## src/rtl/pipe_stage_chain.sv

```systemverilog
// pipe_stage_chain: parametrised chain of pipeline latches.
// Each stage carries a DATA_W-bit payload plus its own valid bit. Stages can
// be stalled (freezing every younger stage behind them) or flushed (killing
// the stage and every younger stage). Output backpressure behaves like a
// stall of the oldest stage. Three saturating counters record stall cycles,
// bubble-insertion cycles and flush cycles for performance monitoring.

module pipe_stage_chain #(
    parameter int DATA_W = 32,
    parameter int STAGES = 4,
    parameter int CNT_W  = 16
) (
    input  logic                       clk,
    input  logic                       reset,
    input  logic                       in_valid,
    input  logic [DATA_W-1:0]          in_data,
    output logic                       in_ready,
    input  logic [STAGES-1:0]          stall_in,
    input  logic [STAGES-1:0]          flush_in,
    input  logic                       out_ready,
    output logic                       out_valid,
    output logic [DATA_W-1:0]          out_data,
    output logic                       out_fire,
    output logic [STAGES-1:0]          stage_valid,
    output logic [STAGES*DATA_W-1:0]   stage_data,
    output logic [CNT_W-1:0]           stall_cnt,
    output logic [CNT_W-1:0]           bubble_cnt,
    output logic [CNT_W-1:0]           flush_cnt
);

    localparam logic [CNT_W-1:0] CNT_ONE = {{(CNT_W-1){1'b0}}, 1'b1};
    localparam logic [CNT_W-1:0] CNT_MAX = {CNT_W{1'b1}};

    logic [STAGES-1:0]             valid_q, valid_d;
    logic [STAGES-1:0][DATA_W-1:0] data_q, data_d;
    logic [CNT_W-1:0]              stall_cnt_q, stall_cnt_d;
    logic [CNT_W-1:0]              bubble_cnt_q, bubble_cnt_d;
    logic [CNT_W-1:0]              flush_cnt_q, flush_cnt_d;

    logic [STAGES-1:0]             hold;
    logic [STAGES-1:0]             kill;
    logic                          hold_acc;
    logic                          kill_acc;
    logic                          bubble_any;

    // Hold ripples from the oldest stage toward the youngest, as does kill,
    // so a stall or flush at stage i always covers every younger stage.
    always_comb begin
        hold     = '0;
        kill     = '0;
        hold_acc = stall_in[STAGES-1] | (valid_q[STAGES-1] & ~out_ready);
        kill_acc = flush_in[STAGES-1];
        hold[STAGES-1] = hold_acc;
        kill[STAGES-1] = kill_acc;
        for (int i = STAGES-2; i >= 0; i--) begin
            hold_acc = hold_acc | stall_in[i];
            kill_acc = kill_acc | flush_in[i];
            hold[i]  = hold_acc;
            kill[i]  = kill_acc;
        end
    end

    // Next state of every stage: kill beats hold, hold beats advance; a stage
    // that advances while its source is held receives a bubble.
    always_comb begin
        valid_d    = valid_q;
        data_d     = data_q;
        bubble_any = 1'b0;

        if (kill[0]) begin
            valid_d[0] = 1'b0;
        end else if (!hold[0]) begin
            valid_d[0] = in_valid;
            if (in_valid) begin
                data_d[0] = in_data;
            end
        end

        for (int i = 1; i < STAGES; i++) begin
            if (kill[i]) begin
                valid_d[i] = 1'b0;
            end else if (!hold[i]) begin
                valid_d[i] = valid_q[i-1] & ~hold[i-1];
                if (valid_q[i-1] && !hold[i-1]) begin
                    data_d[i] = data_q[i-1];
                end
                if (valid_q[i-1] && hold[i-1]) begin
                    bubble_any = 1'b1;
                end
            end
        end
    end

    // Saturating event counters: each one sticks at all-ones once reached.
    always_comb begin
        stall_cnt_d  = stall_cnt_q;
        bubble_cnt_d = bubble_cnt_q;
        flush_cnt_d  = flush_cnt_q;
        if ((|stall_in) && (stall_cnt_q != CNT_MAX)) begin
            stall_cnt_d = stall_cnt_q + CNT_ONE;
        end
        if (bubble_any && (bubble_cnt_q != CNT_MAX)) begin
            bubble_cnt_d = bubble_cnt_q + CNT_ONE;
        end
        if ((|flush_in) && (flush_cnt_q != CNT_MAX)) begin
            flush_cnt_d = flush_cnt_q + CNT_ONE;
        end
    end

    // State registers; reset wipes valid bits, payloads and counters.
    always_ff @(posedge clk) begin
        if (reset) begin
            valid_q      <= '0;
            data_q       <= '0;
            stall_cnt_q  <= '0;
            bubble_cnt_q <= '0;
            flush_cnt_q  <= '0;
        end else begin
            valid_q      <= valid_d;
            data_q       <= data_d;
            stall_cnt_q  <= stall_cnt_d;
            bubble_cnt_q <= bubble_cnt_d;
            flush_cnt_q  <= flush_cnt_d;
        end
    end

    assign in_ready    = ~hold[0] & ~(|flush_in);
    assign out_valid   = valid_q[STAGES-1];
    assign out_data    = data_q[STAGES-1];
    assign out_fire    = valid_q[STAGES-1] & out_ready & ~stall_in[STAGES-1] & ~flush_in[STAGES-1];
    assign stage_valid = valid_q;
    assign stage_data  = data_q;
    assign stall_cnt   = stall_cnt_q;
    assign bubble_cnt  = bubble_cnt_q;
    assign flush_cnt   = flush_cnt_q;

endmodule
```

## config.mk

```make
export PLATFORM = sky130hd
export DESIGN_NAME = pipe_stage_chain
export DESIGN_NICKNAME = d
export VERILOG_FILES = /design/src/rtl/pipe_stage_chain.sv
export SDC_FILE = /design/constraint.sdc
export NUM_CORES = 1
export LEC_CHECK = 0
export ABC_AREA = 0
export CAP_MARGIN = 20
export CORE_MARGIN = 3
export CORE_UTILIZATION = 40
export CTS_CLUSTER_DIAMETER = 200
export DETAILED_ROUTE_END_ITERATION = 10
export PLACE_DENSITY_LB_ADDON = 0.15
export SLEW_MARGIN = 20
export SYNTH_ARGS = -nofsm -noshare
export SYNTH_HDL_FRONTEND = slang
export SYNTH_SLANG_ARGS = --single-unit
```

## constraint.sdc

```tcl
create_clock -name clk -period 3.75 [get_ports clk]
set_input_delay 0.75 -clock clk [delete_from_list [all_inputs] [get_ports clk]]
set_output_delay 0.75 -clock clk [all_outputs]
set_load 0.02 [all_outputs]
```

==> out/qor.csv, run 1 <==
stage,metric,value,unit
synthesis,multiplexer area fraction after synthesis,0.738,%
synthesis,adder-cell share of the synthesized area,0.503,%
timing,# setup viols final,0,
synthesis,Synthesized Nets,953,
run_status,status,"finished, final reports clean",
timing,Tmin final,3.45,ns
timing,Final WS setup,0.304,ns
final_layout,P&R area growth vs syn,41.4,%
synthesis,Post-Synth Simple-Gate Area,25.7,%
clock_tree,root buffer cell,clkbuf_16,
floorplan,core outline area,0.0181,mm2
clock_tree,H-tree depth,4,
placement,Final HPWL DP,15400,um
clock_tree,Worst-Skew Late Latency,0.43,ns
synthesis,"Distinct cells, synth",48,
clock_tree,Worst-path clk slew,0.06,ns
detailed_routing,DRC viols,0,
synthesis,largest family of logic cells by synthesized area,simple AND/OR/NAND/NOR gates,
global_routing,first-pass GRT wire length,33000,um
synthesis,"FF+latch count, synth",180,
synthesis,Synth Cell Area,0.00746,mm2
detailed_routing,Post-DRT Antenna Nets,0,
detailed_routing,DR iter-0 viols,344,
power,Pwr per Cell Area,371,mW/mm2
worst_setup_path,Worst Reg2Reg Path Length in Cells,7,
global_routing,largest net degree at the start of global routing,115,
timing,RSZ-0062 raised after global routing,false,
timing,Max Slew Vio Count,0,
detailed_routing,vias per cell,5.00,
timing,Clock Skew,0.00798,ns
timing,period utilization,91.9,%
power,Leak,0.00332,uW
synthesis,area fraction in compound gates after synthesis,14.5,%
final_layout,final core utilization,58.1,%
final_layout,filler instances,1726,
global_routing,total track usage,20.3,%
clock_tree,cts bufs inserted,17,
detailed_routing,Routed WL per cell,16.0,um
synthesis,Post-Synthesis Cells,906,
final_layout,layout cells sized above 1,9.72,%
worst_setup_path,WP data required,3.00,ns
hold_path,hold path depth,2,
floorplan,I/O pins,259,
worst_setup_path,CP endpoint kind,output port,
floorplan,Std-Cell Rows,49,
final_layout,NumNets Final,1156,
floorplan,Die X,143,um
global_routing,initial antenna violation count,1,
global_routing,Overflow after GRT,0,
power,VDD IR-drop max,0.290,mV
detailed_routing,via count,6756,
clock_tree,post_cts resized,0,
clock_tree,CTS tree,done,
placement,Port Buf Inserts,258,
synthesis,post-synth top area share,48.3,%
floorplan,Die Y,143,um
hold_path,worst hold path type,reg -> reg,
clock_tree,# hold bufs at CTS,0,
timing,WHS,0.465,ns
detailed_routing,drt first pass iters,4,
floorplan,die area,0.0203,mm2
global_routing,number of global-route vias before repair,6036,
synthesis,Post-Synth XOR/XNOR Area,2.82,%
placement,Place WS,0.307,ns
synthesis,Most used DFF post-synth,dfxtp_1,
clock_tree,CTS max path bufs,2,
synthesis,Synth async-reset ratio,0,%
synthesis,cell taking the most area after synthesis,dfxtp_1,
detailed_routing,WL final,21500,um
clock_tree,Post-CTS Repair Setup Buffers,0,
timing,relative slew slack,37.1,%
timing,setup tns final,0,ns
synthesis,"Seq/Total Area, Yosys",48.3,%
final_layout,antenna cell count,0,
clock_tree,CTS sink count,180,
synthesis,Mapped Avg Cell Area,8.23,um2
floorplan,initial core utilization,41.1,%
timing,Max Freq,0.290,GHz
timing,worst slew pin tran,0.943,ns
synthesis,Synth Warn #,0,
flow_run,max-cap check violation count,0,
worst_setup_path,kind of critical path,in -> out,
worst_setup_path,Startpoint Class,primary input,
worst_setup_path,CP max FO,7,
synthesis,Post-synth EDFFs,0,
timing,Final Hold Vio Count,0,
placement,Final GP Congestion,0.781,
synthesis,Synth area leaders,"dfxtp_1 (48%), nand2_1 (13%), a21oi_1 (8.1%)",
worst_setup_path,crit path DAT,2.70,ns
## metrics by stage
| stage | power (uW) | cell area [um2] | cells |
|---|---|---|---|
| finish | 3920 | 10500 | 1350 |
| global route | 4050 | 10500 | 1350 |
| CTS | 3960 | 10500 | 1350 |
| detailed placement | 2110 | 9930 | 1319 |
| global placement | 2110 | 9930 | 1319 |
| floorplan | 2030 | 7460 | 906 |
## report_power, final
part	switching [uW]	leakage, uW	internal (uW)	total, uW
logic	74.3	0.00157	69.0	143
registers	9.66	0.00145	1920	1930
clock network	760	0.000300	1090	1850
total	843	0.00332	3070	3920
## critical path, cell delays in order
cell and delay, ns:
clkdlybuf4s50_1 0.52, or4_4 0.57, nor3_4 0.22, clkdlybuf4s50_1 0.63
## kinds of logic after synthesis
family / Yosys count
AOI/OAI and AO/OA: 181
muxes: 5
adders and majority gates: 3
xor gates and xnor gates: 24
and+or+nand+nor: 418
DFF: 180
buffers and inverters: 95
## per-layer routing
layer  wire length, um  share of wire (%)  GRT usage [%]
met1             10300                 48           29.0
met2              9650                 45           30.8
met3              1180                5.5           4.70
met4               376                1.7           5.80
met5                11              0.051              0
## synth_stat cells (7+ instances only)
master / count
and3_1: 8
nand3_1: 18
nand4_1: 11
a21oi_2: 30
a21oi_1: 121
xnor2_1: 21
dfxtp_1: 180
nand2_1: 255
buf_2: 7
nor4_1: 8
buf_4: 36
nor3_1: 13
clkbuf_1: 39
nor2_1: 38
or4_1: 12
inv_1: 7
nand2_2: 20
o31ai_1: 14
## sequential cells by signal (all words and copies together), names as in the netlist
signal,cells
stage_data,96
stall_cnt,16
stage_valid,4
bubble_cnt,16
out_data,32
flush_cnt,16
## cells in the final DEF, fill, tap and decap left out, types with 7 or more instances in the layout
cell / Yosys / layout
nor2_1: 38 / 38
xnor2_1: 21 / 21
clkdlybuf4s50_1: 0 / 257
nor3_1: 13 / 11
buf_4: 36 / 13
and3_1: 8 / 8
a21oi_2: 30 / 30
or4_1: 12 / 12
inv_1: 7 / 7
nand2_2: 20 / 20
a21oi_1: 121 / 121
nand2_1: 255 / 255
nand3_1: 18 / 18
nor4_1: 8 / 8
dfxtp_1: 180 / 180
clkbuf_16: 0 / 17
o31ai_1: 14 / 13
nand4_1: 11 / 11
## layout make-up
| class | instances | area (um2) | share of cell area (%) |
|---|---|---|---|
| flip-flops and latches | 180 | 3600 | 34.2 |
| clock inverters | 11 | 153 | 1.45 |
| clock buffers | 20 | 457 | 4.33 |
| multi-input cells | 631 | 3320 | 31.5 |
| inverters | 7 | 26.3 | 0.249 |
| repair buffers | 272 | 2700 | 25.6 |
| well taps | 229 | 287 | 2.72 |
## worst paths after layout
kind                       start             to  slack (ns)
setup / recovery     stall_in[1]       in_ready        0.30
setup reg to reg    flush_cnt[0]  flush_cnt[13]        1.50
hold reg to reg   stage_data[69]    out_data[5]        0.46
hold / removal    stage_data[69]    out_data[5]        0.46
(Power assumes the default switching activity.)
==> run 2, diff against run 1 <==
--- a/config.mk
+++ b/config.mk
@@ -11,7 +11,7 @@
 export CORE_UTILIZATION = 40
 export CTS_CLUSTER_DIAMETER = 200
 export DETAILED_ROUTE_END_ITERATION = 10
-export PLACE_DENSITY_LB_ADDON = 0.15
+export PLACE_DENSITY = 0.72
 export SLEW_MARGIN = 20
 export SYNTH_ARGS = -nofsm -noshare
 export SYNTH_HDL_FRONTEND = slang
==> out/qor.csv, run 2 (synthesis gave the netlist of run 1 again) <==
stage,metric,value,unit,change
power,Leak,0.00333,uW,+0.49%
timing,WHS,0.467,ns,+0.00264 ns
floorplan,core outline area,0.0181,mm2,unchanged
hold_path,hold path depth,2,,unchanged
worst_setup_path,RR Endpoint,bubble_cnt[14],,
worst_setup_path,Worst R2R Start,bubble_cnt[0],,
run_status,status,"finished, final reports clean",,
worst_setup_path,Worst path slowest cell,clkdlybuf4s50_1,,
clock_tree,CTS tree,done,,
timing,Tmin final,3.45,ns,+0.00767 ns
detailed_routing,WL met2,10300,um,+7.2%
worst_setup_path,Worst Reg2Reg Path Length in Cells,5,,-2
timing,Max Freq,0.290,GHz,-0.22%
worst_setup_path,CP endpoint kind,output port,,
global_routing,initial antenna violation count,0,,-1
timing,Max Slew Vio Count,0,,unchanged
detailed_routing,DR iter-0 viols,528,,+53%
hold_path,worst hold path type,reg -> reg,,
detailed_routing,DR WL met3,988,um,-16%
final_layout,layout cells sized above 1,9.55,%,-0.17 points
timing,worst slew pin tran,0.723,ns,-0.221 ns
worst_setup_path,WP data required,3.00,ns,about the same
floorplan,Die Y,143,um,unchanged
timing,RSZ-0062 raised after global routing,false,,
clock_tree,Post-CTS Repair Setup Buffers,0,,unchanged
detailed_routing,Post-DRT Antenna Nets,0,,unchanged
clock_tree,CTS sink count,180,,unchanged
clock_tree,post_cts resized,0,,unchanged
worst_setup_path,kind of critical path,in -> out,,
power,Pwr Total,4030,uW,+2.9%
clock_tree,Worst-path clk slew,0.06,ns,about the same
floorplan,Die X,143,um,unchanged
detailed_routing,max layer used,met4,,
detailed_routing,via count,6857,,+1.5%
placement,Final HPWL DP,16000,um,+3.8%
global_routing,first-pass GRT wire length,34200,um,+3.6%
flow_run,max-cap check violation count,0,,unchanged
power,VDD IR-drop max,0.339,mV,+17%
timing,period utilization,92.1,%,+0.20 points
clock_tree,Worst-Skew Late Latency,0.42,ns,about the same
worst_setup_path,Startpoint Class,primary input,,
timing,Final Hold Vio Count,0,,unchanged
placement,Port Buf Inserts,258,,unchanged
worst_setup_path,crit path DAT,2.70,ns,about the same
floorplan,I/O pins,259,,unchanged
timing,Clock Skew,0.00655,ns,-0.00143 ns
floorplan,initial core utilization,41.1,%,unchanged
timing,relative slew slack,51.5,%,+14 points
detailed_routing,DRC viols,0,,unchanged
global_routing,Overflow after GRT,0,,unchanged
detailed_routing,WL met1,10200,um,-0.74%
placement,Final GP Congestion,0.879,,+13%
detailed_routing,WL final,22200,um,+2.9%
floorplan,Std-Cell Rows,49,,unchanged
worst_setup_path,r2r setup slk,1.61,ns,+0.11 ns
clock_tree,cts bufs inserted,17,,unchanged
final_layout,NumNets Final,1156,,unchanged
hold_path,Hold EP,stage_data[46],,
floorplan,die area,0.0203,mm2,unchanged
clock_tree,# hold bufs at CTS,0,,unchanged
detailed_routing,Routed WL per cell,16.4,um,+3.0%
power,Pwr per Cell Area,381,mW/mm2,+2.5%
final_layout,Largest register FFs,96,,unchanged
hold_path,HP Start,stage_data[46],,
worst_setup_path,"Critical Path, Cell by Cell","clkdlybuf4s50_1, or4_4, nor3_4, clkdlybuf4s50_1",,
worst_setup_path,CP dominant cell by count,clkdlybuf4s50_1,,
detailed_routing,drt first pass iters,5,,+1
final_layout,antenna cell count,0,,unchanged
clock_tree,H-tree depth,4,,unchanged
clock_tree,root buffer cell,clkbuf_16,,
final_layout,"most common cell after layout, fill and taps aside",clkdlybuf4s50_1,,
global_routing,largest net degree at the start of global routing,70,,-39%
final_layout,"commonest cells after routing, fill and taps aside","clkdlybuf4s50_1 (257), nand2_1 (255), dfxtp_1 (180)",,
final_layout,P&R area growth vs syn,41.9,%,
clock_tree,CTS max path bufs,2,,unchanged
detailed_routing,vias per cell,5.08,,+1.6%
worst_setup_path,CP peak stage delay,0.63,ns,about the same
global_routing,total track usage,21.1,%,+0.74 points
timing,# setup viols final,0,,unchanged
timing,setup tns final,0,ns,unchanged
global_routing,number of global-route vias before repair,6247,,+3.5%
worst_setup_path,CP max FO,6,,-1
-- run 2: changes by cell type in the layout (fill, tap and decap cells not counted) --
cell	delta
clkbuf_1	+1
clkbuf_8	+1
clkinv_4	-4
bufinv_16	+2
clkinv_2	-1
-- run 2: worst max-delay path by stage --
stage,cells after the start,to,startpoint
6_report,4,in_ready,stall_in[3]
5_1_grt,4,in_ready,stall_in[3]
4_1_cts,4,in_ready,stall_in[3]
3_5_place_dp,4,in_ready,stall_in[3]
3_3_place_gp,4,in_ready,stall_in[3]
2_1_floorplan,3,in_ready,flush_in[3]
-- run 2: where the power goes --
part | switching (uW) | leakage (uW) | internal, uW
Sequential | 9.78 | 0.00145 | 1920
Combinational | 76.0 | 0.00157 | 69.0
Clock | 723 | 0.000317 | 1230
-- run 2: final cells by class --
class / count / area (um2)
Clock buffer: 22 / 474
Clock inverter: 8 / 173
Fill cell: 1651 / 7560
Inverter: 7 / 26.3
Multi-Input combinational cell: 631 / 3320
Sequential cell: 180 / 3600
Tap cell: 229 / 287
Timing Repair Buffer: 272 / 2700
-- run 2: worst max-delay path: cells and delay by family --
| family | cells | cell delay, ns |
|---|---|---|
| buffers and inverters | 2 | 1.12 |
| AND/OR/NAND/NOR | 2 | 0.83 |
-- run 2: per-stage QoR --
step | std cells | utilization, % | cell area, um2 | setup WS (ns)
global route | 1349 | 58.3 | 10600 | 0.220
floorplan | 906 | - | 7460 | 1.32
global placement | 1319 | 54.7 | 9930 | 0.309
detailed placement | 1319 | 54.7 | 9930 | 0.303
finish | 1349 | 58.3 | 10600 | 0.296
CTS | 1349 | 58.3 | 10600 | 0.297
-- run 2: routing by layer --
metal	track usage [%]	vias to the layer above
met2	32.0	199
met4	7.85	0
li1	-	3430
met1	29.5	3194
met3	4.47	34
met5	0	-
